File: config.mk
export PLATFORM = sky130hd
export DESIGN_NAME = button_conditioner
export DESIGN_NICKNAME = d
export VERILOG_FILES = /design/src/rtl/button_conditioner.sv
export SDC_FILE = /design/constraint.sdc
export NUM_CORES = 1
export LEC_CHECK = 0
export CORE_ASPECT_RATIO = 0.8
export CORE_MARGIN = 2
export CORE_UTILIZATION = 40
export DETAILED_ROUTE_END_ITERATION = 10
export PLACE_DENSITY_LB_ADDON = 0.3
export SYNTH_ARGS = -nofsm -noshare
export SYNTH_HDL_FRONTEND = slang
export SYNTH_SLANG_ARGS = --single-unit
File: constraint.sdc
create_clock -name clock -period 2.3 [get_ports clock]
set_input_delay 0.23 -clock clock [delete_from_list [all_inputs] [get_ports clock]]
set_output_delay 0.23 -clock clock [all_outputs]
set_load 0.1 [all_outputs]
File: src/rtl/button_conditioner.sv
// button_conditioner
// Synchronises and debounces a bank of active-low push buttons. Each button
// gets a 2-flop synchroniser and an independent four-state debounce FSM. The
// outputs are a clean active-low level plus one-cycle press and release strobes.
// Optional feature: define BTN_AUTOREPEAT_EN to add auto-repeat press strobes
// while a button is held. When it is undefined, no repeat logic is built.
module button_conditioner #(
  parameter int N_BTN           = 3,
  parameter int DEBOUNCE_CYCLES = 500000,
  parameter int REPEAT_DELAY    = 25000000,
  parameter int REPEAT_PERIOD   = 5000000
) (
  input  logic             clock,
  input  logic             reset,
  input  logic [N_BTN-1:0] btn_n_raw,
  output logic [N_BTN-1:0] btn_n_clean,
  output logic [N_BTN-1:0] press_pulse,
  output logic [N_BTN-1:0] release_pulse
);

  // Debounce FSM encoding
  localparam logic [1:0] ST_UP      = 2'd0;
  localparam logic [1:0] ST_WAIT_DN = 2'd1;
  localparam logic [1:0] ST_DOWN    = 2'd2;
  localparam logic [1:0] ST_WAIT_UP = 2'd3;

  // The debounce counter only needs to reach DEBOUNCE_CYCLES-1, where it is
  // compared for acceptance.
  localparam int              CNT_W    = $clog2(DEBOUNCE_CYCLES + 1);
  localparam logic [CNT_W-1:0] CNT_ZERO = '0;
  localparam logic [CNT_W-1:0] CNT_ONE  = CNT_W'(1);
  localparam logic [CNT_W-1:0] CNT_LAST = CNT_W'(DEBOUNCE_CYCLES - 1);

`ifdef BTN_AUTOREPEAT_EN
  localparam int RPT_MAX = (REPEAT_DELAY > REPEAT_PERIOD) ? REPEAT_DELAY : REPEAT_PERIOD;
  localparam int RPT_W   = $clog2(RPT_MAX + 1);
  localparam logic [RPT_W-1:0] RPT_ZERO      = '0;
  localparam logic [RPT_W-1:0] RPT_ONE       = RPT_W'(1);
  localparam logic [RPT_W-1:0] RPT_DELAY_M1  = RPT_W'(REPEAT_DELAY - 1);
  localparam logic [RPT_W-1:0] RPT_PERIOD_M1 = RPT_W'(REPEAT_PERIOD - 1);
`endif

  genvar gi;
  generate
    for (gi = 0; gi < N_BTN; gi++) begin : g_btn
      logic             s1_reg;
      logic             s2_reg;
      logic [1:0]       state_reg;
      logic [1:0]       state_next;
      logic [CNT_W-1:0] cnt_reg;
      logic [CNT_W-1:0] cnt_next;
      logic             clean_reg;
      logic             clean_next;
      logic             press_reg;
      logic             press_next;
      logic             release_reg;
      logic             release_next;
      logic             accept_press;
      logic             accept_release;

      // Two-flop synchroniser; idles at 1 so reset looks like "released"
      always_ff @(posedge clock) begin
        if (reset) begin
          s1_reg <= 1'b1;
          s2_reg <= 1'b1;
        end else begin
          s1_reg <= btn_n_raw[gi];
          s2_reg <= s1_reg;
        end
      end

      // Debounce FSM: a WAIT state counts consecutive opposite samples and
      // falls back to the stable state on any bounce. The increment only
      // happens below CNT_LAST, so the counter can never wrap.
      always_comb begin
        state_next     = state_reg;
        cnt_next       = cnt_reg;
        clean_next     = clean_reg;
        accept_press   = 1'b0;
        accept_release = 1'b0;
        case (state_reg)
          ST_UP: begin
            cnt_next = CNT_ZERO;
            if (!s2_reg) begin
              // This sample already counts as the first stable low
              state_next = ST_WAIT_DN;
              cnt_next   = CNT_ONE;
            end
          end
          ST_WAIT_DN: begin
            if (s2_reg) begin
              state_next = ST_UP;
              cnt_next   = CNT_ZERO;
            end else if (cnt_reg == CNT_LAST) begin
              state_next   = ST_DOWN;
              cnt_next     = CNT_ZERO;
              clean_next   = 1'b0;
              accept_press = 1'b1;
            end else begin
              cnt_next = cnt_reg + CNT_ONE;
            end
          end
          ST_DOWN: begin
            cnt_next = CNT_ZERO;
            if (s2_reg) begin
              state_next = ST_WAIT_UP;
              cnt_next   = CNT_ONE;
            end
          end
          ST_WAIT_UP: begin
            if (!s2_reg) begin
              state_next = ST_DOWN;
              cnt_next   = CNT_ZERO;
            end else if (cnt_reg == CNT_LAST) begin
              state_next     = ST_UP;
              cnt_next       = CNT_ZERO;
              clean_next     = 1'b1;
              accept_release = 1'b1;
            end else begin
              cnt_next = cnt_reg + CNT_ONE;
            end
          end
          default: begin
            state_next = ST_UP;
            cnt_next   = CNT_ZERO;
            clean_next = 1'b1;
          end
        endcase
      end

`ifdef BTN_AUTOREPEAT_EN
      logic [RPT_W-1:0] rpt_cnt_reg;
      logic [RPT_W-1:0] rpt_cnt_next;
      logic             rpt_first_reg;
      logic             rpt_first_next;
      logic             rpt_strobe;
      logic [RPT_W-1:0] rpt_target;

      // Repeat timer: counts only while stably DOWN (frozen in WAIT_UP). The
      // first interval is the initial delay, later ones are the repeat period.
      always_comb begin
        rpt_cnt_next   = rpt_cnt_reg;
        rpt_first_next = rpt_first_reg;
        rpt_strobe     = 1'b0;
        rpt_target     = rpt_first_reg ? RPT_DELAY_M1 : RPT_PERIOD_M1;
        if (accept_press || accept_release) begin
          rpt_cnt_next   = RPT_ZERO;
          rpt_first_next = 1'b1;
        end else if (state_reg == ST_DOWN && !s2_reg) begin
          if (rpt_cnt_reg == rpt_target) begin
            rpt_strobe     = 1'b1;
            rpt_cnt_next   = RPT_ZERO;
            rpt_first_next = 1'b0;
          end else begin
            rpt_cnt_next = rpt_cnt_reg + RPT_ONE;
          end
        end
      end

      // Repeat timer registers
      always_ff @(posedge clock) begin
        if (reset) begin
          rpt_cnt_reg   <= RPT_ZERO;
          rpt_first_reg <= 1'b1;
        end else begin
          rpt_cnt_reg   <= rpt_cnt_next;
          rpt_first_reg <= rpt_first_next;
        end
      end

      // Press strobe: accepted press or an auto-repeat tick
      always_comb begin
        press_next   = accept_press | rpt_strobe;
        release_next = accept_release;
      end
`else
      // Press strobe: accepted press only
      always_comb begin
        press_next   = accept_press;
        release_next = accept_release;
      end
`endif

      // FSM state and registered outputs
      always_ff @(posedge clock) begin
        if (reset) begin
          state_reg   <= ST_UP;
          cnt_reg     <= CNT_ZERO;
          clean_reg   <= 1'b1;
          press_reg   <= 1'b0;
          release_reg <= 1'b0;
        end else begin
          state_reg   <= state_next;
          cnt_reg     <= cnt_next;
          clean_reg   <= clean_next;
          press_reg   <= press_next;
          release_reg <= release_next;
        end
      end

      assign btn_n_clean[gi]   = clean_reg;
      assign press_pulse[gi]   = press_reg;
      assign release_pulse[gi] = release_reg;
    end
  endgenerate

endmodule
=== Yosys cells after proc, flatten, opt, wreduce, memory -nomap -nowiden ===
Cells that the tools add are included.

* Register bits: 78
* Input port bits: 5
* Output and inout port bits: 9

* Add/sub/neg operators: 3
* Equal/unequal tests: 36
* Mux-type cells: 57
* Bitwise logic cells: 9
* Reductions and logical operators: 18

{| class="wikitable"
|+ Operators by type and width
! kind !! count
|-
| case mux 19 bit (4 select lines) || 3
|-
| two-way mux 19 bit || 9
|-
| adder 19 x 1 -> 19 bit, second input constant || 3
|-
| == test 19 bit, second input constant || 3
|-
| two-way mux 2 bit || 18
|-
| inequality test 2 bit, second input constant || 18
|-
| case mux 2 bit (4 select lines) || 3
|-
| two-way mux 1 bit || 21
|-
| inequality test 3 bit, second input constant || 6
|-
| OR reduction 3 bit || 6
|-
| AND reduction 5 bit || 3
|-
| == test 2 bit, second input constant || 6
|-
| AND reduction 4 bit || 3
|-
| NOT 1 bit || 9
|-
| == test 2 x 1 -> 1 bit, second input constant || 3
|-
| zero test 2 bit || 3
|-
| case mux 1 bit (2 select lines) || 3
|-
| nonzero test 2 bit || 3
|}

=== Depth between registers and ports, before layout ===
* Word-level depth: 4
* Gate-level depth with buffers: 8

=== Least setup slack after synthesis ===
Ideal clock, no wire load.

* Path kind: register to register
* Start: register g_btn[1].cnt_reg[0]
* End: register g_btn[1].cnt_reg[18]
* Library setup time: 0.070 ns
* Data arrival time: 1.777 ns
* Required time: 2.230 ns
* Slack: 0.453 ns
* Cell stages (with the launch flop): 6
* Cells stage by stage: dfxtp_1 -> ha_1 -> nand4_2 -> or4_4 -> or3_1 -> a21oi_1

* Longest elaborated chain between the ends: 4
* Elaborated cells between the ends (all ways): 6
* Those cells by class: add/sub (1); eq/ne (1); mux (4)

{| class="wikitable"
|+ Ends and longest elaborated chain
! element !! line !! text
|-
| start: declaration || 50 || <nowiki>logic [CNT_W-1:0] cnt_reg;</nowiki>
|-
| start signal: assignment || 194 || <nowiki>cnt_reg <= cnt_next;</nowiki>
|-
| adder 19 x 1 -> 19 bit / == test 19 bit (equally long branches) || - ||
|-
| two-way mux 19 bit (*) || 94, 114 ||
|-
| two-way mux 19 bit (on tied branches) || 111, 91 ||
|-
| case mux 19 bit (4 select lines) (*) || 81 || <nowiki>case (state_reg)</nowiki>
|}

Mark *: on every way between the ends. The rest lies on a longest branch, timed or not.
A chain may end at the register's enable or synchronous reset.

=== Worst setup path after layout ===
Ends and elaborated chain as after synthesis.

==> key figures <==
Run status
  • Status: finished, final reports clean

Setup path
  • Setup CP Type: reg2reg
  • Launching element type of the critical path: flop
  • Crit. End Element: flop
  • Required time of the critical path: 2.59 ns
  • Crit Path Max Fanout: 6
  • CP Launch Point: g_btn[1].cnt_reg[0]
  • Critical Path AT: ~2.3 ns
  • Source of the worst register-to-register timing path: g_btn[1].cnt_reg[0]

Synth
  • Main synth FF type: dfxtp_1
  • Mean instance size in the synthesized netlist: 8.85 um^2
  • Combined area of all synthesized cells: around 0.0035 mm^2
  • Unique cell type count in the Yosys netlist: between 40 and 50
  • Synth Warn #: 0
  • Sequential share of the synthesized area: 44.9%
  • Cells after synthesis: 393
  • Register bit total from synthesis: 78
  • Async set-or-reset flop fraction in the synthesized netlist: 0%
  • Synth Net Count: 401
  • Count of flip-flops with a built-in enable after synthesis: 0

Pwr
  • Worst supply voltage drop on vdd: 0.357 mV
  • Power density cells: 666 mW/mm^2
  • Tot Pwr: 2.55 mW
  • Leak Pwr: 1.18 nW

Place
  • Gpl congestion: approximately 0.79
  • I/O Buffers: 13
  • DP Area: 0.00363 mm^2
  • Placement-stage worst setup slack: 0.276 ns
  • Half-perimeter wire length after placement: 4610 um

Floorplan
  • Floorplan die width: 108 um
  • Area of the die: 0.00946 mm^2
  • Die height: 87.4 um
  • Starting Density: approximately two fifths
  • # rows: 30
  • Top Ports: 14
  • Core region area: 0.00845 mm^2

Clock network
  • Cts bufs inserted: 9
  • Root cell of the clock tree: clkbuf_8
  • H-tree lvl count: 3
  • Hold Buf Count CTS: 0
  • Number of buffers inserted by post-CTS setup repair: 0
  • CTS tree: done
  • Max Buffers Root-to-Sink: 2
  • Clock insertion delay at the later pin of the skew report: roughly 0.36 ns
  • CTS sink cnt: 78
  • # resized after CTS: 0
  • Clk pin slew, worst setup/hold paths: 0.08 ns

STA
  • Final hold violations: 0
  • Post-route worst setup slack: 0.258 ns
  • Final setup violating endpoints: 0
  • Maximum clock rate: 490 MHz
  • RSZ-0062 raised after global routing: no
  • Worst clock skew: 0.0110 ns
  • Ratio of final minimum period to clock period: 88.8%
  • Final total negative setup slack: 0 ns
  • Post-layout min period: 2.04 ns
  • Pin slew with the least headroom to its limit: 0.374 ns
  • Count of final max-slew check failures: 0
  • Worst rel slew slack: about three quarters

Global route
  • GRT Resource Usage Total: between 15 and 20%
  • Largest net degree at the start of global routing: 19
  • Remaining global-route overflow: 0
  • Number of global-route vias before repair: 2473
  • Wire length of the first global-routing pass: 11300 um
  • Number of antenna violations at the first check in global routing: 0

Final layout
  • Area growth syn-to-layout: 10.2%
  • Number of flip-flops under the largest register name: 57
  • Fraction of final layout cells with drive strength greater than 1: 11.6%
  • Final instance area: 0.00383 mm^2
  • Top library cells by usage in the layout, fill and taps aside: 78 x dfxtp_1, 46 x nor2_1, 26 x nand2_1, 22 x xor2_1, 22 x a21oi_1
  • Antenna cell count: 0
  • Most frequent standard cell in the layout excluding fill and tap cells: dfxtp_1
  • Final nets: between 400 and 500

Detailed routing
  • Remaining antenna violation count: 0
  • Total wire length after detailed routing: 6610 um
  • Routed via count divided by cell count: 5.24
  • DR iter-0 viols: 136
  • Number of design rule violations left after detail routing: 0
  • Drt first pass iters: 4
  • Average wire length per cell after detail routing: about 13 um
  • Detailed-route via count: 2711

Flow run
  • Total of max-cap violations: 0

Min path
  • Class of the tightest hold or removal check: reg2reg
  • HP Start: g_btn[1].s1_reg
==> Yosys cell counts, types with 2 or more instances <==
library cell   n  area share [%]
buf_4         12             2.6
o31ai_1        3            0.65
nand4_1       20             3.6
a211oi_1       4            0.86
xnor2_1       11             2.8
a211o_1        4             1.0
or4_1          6             1.3
nand3_1       16             2.3
nor4b_1        3            0.76
a21oi_1       22             3.2
or4b_1         2            0.58
inv_1         11             1.2
clkbuf_1       5            0.54
and3_1         4            0.72
buf_2          7             1.0
nor2_1        46             5.0
ha_1           3             1.1
nor3_1         8             1.2
or3_1         14             2.5
o311a_1        2            0.58
and4_1         9             2.3
o21ai_0       14             2.0
or2_2         10             1.8
dfxtp_1       78              45
a31oi_1        2            0.36
a21o_1         4            0.86
nor2b_1        2            0.36
and2_1         2            0.36
xor2_1        22             5.5
nand2_1       26             2.8
nor4_1         4            0.72
nor4bb_1       2            0.58
==> critical path: stages, from the launching register on <==
cell and delay (ns):
dfxtp_1 0.39, ha_1 0.27, nand4_2 0.20, or4_4 0.61
or3_1 0.36, a21oi_1 0.14
==> routing by layer <==
layer	wire length, um	track usage [%]
met5	0	0
met4	81	5.94
met3	246	5.61
met2	2900	23.2
met1	3380	19.9
==> path summary, 6_finish.rpt <==
kind                            slack, ns  cells past startpoint              endpoint
worst min register to register       0.40                      1       g_btn[1].s2_reg
worst min-delay path                 0.40                      1       g_btn[1].s2_reg
worst max-delay path                 0.26                      5  g_btn[1].cnt_reg[18]
worst max register to register       0.26                      5  g_btn[1].cnt_reg[18]
==> stage by stage <==
stage	hold slack (ns)	instances	utilization (%)
floorplan	0.334	393	-
global placement	0.391	501	43.0
detailed placement	0.398	501	43.0
CTS	0.408	517	45.4
global route	0.423	517	45.4
finish	0.404	517	45.4
==> logic make-up (layout without fill, tap and decap cells) <==
logic type,after synthesis,count (layout),synth area share [%]
AO/OA/AOI/OAI,61,61,10.9
XOR/XNOR,33,33,8.31
adder cells (fa/ha/maj),3,3,1.08
buffers and inverters,36,48,5.65
flip-flops,78,78,44.9
AND/OR/NAND/NOR,182,182,29.1
==> where the power goes <==
part / total [mW] / internal [mW] / switching [mW]
combinational: 0.122 / 0.0357 / 0.0863
clock: 1.05 / 0.560 / 0.489
sequential: 1.38 / 1.37 / 0.0131
total: 2.55 / 1.96 / 0.588
==> layout make-up <==
type | count | area [um^2]
multi-input cells | 279 | 1720
flip-flops and latches | 78 | 1560
clock inverters | 3 | 42.5
repair buffers | 21 | 168
fillers | 856 | 4610
well taps | 112 | 140
inverters | 11 | 41.3
clock buffers | 13 | 159
(Power assumes the default switching activity.)
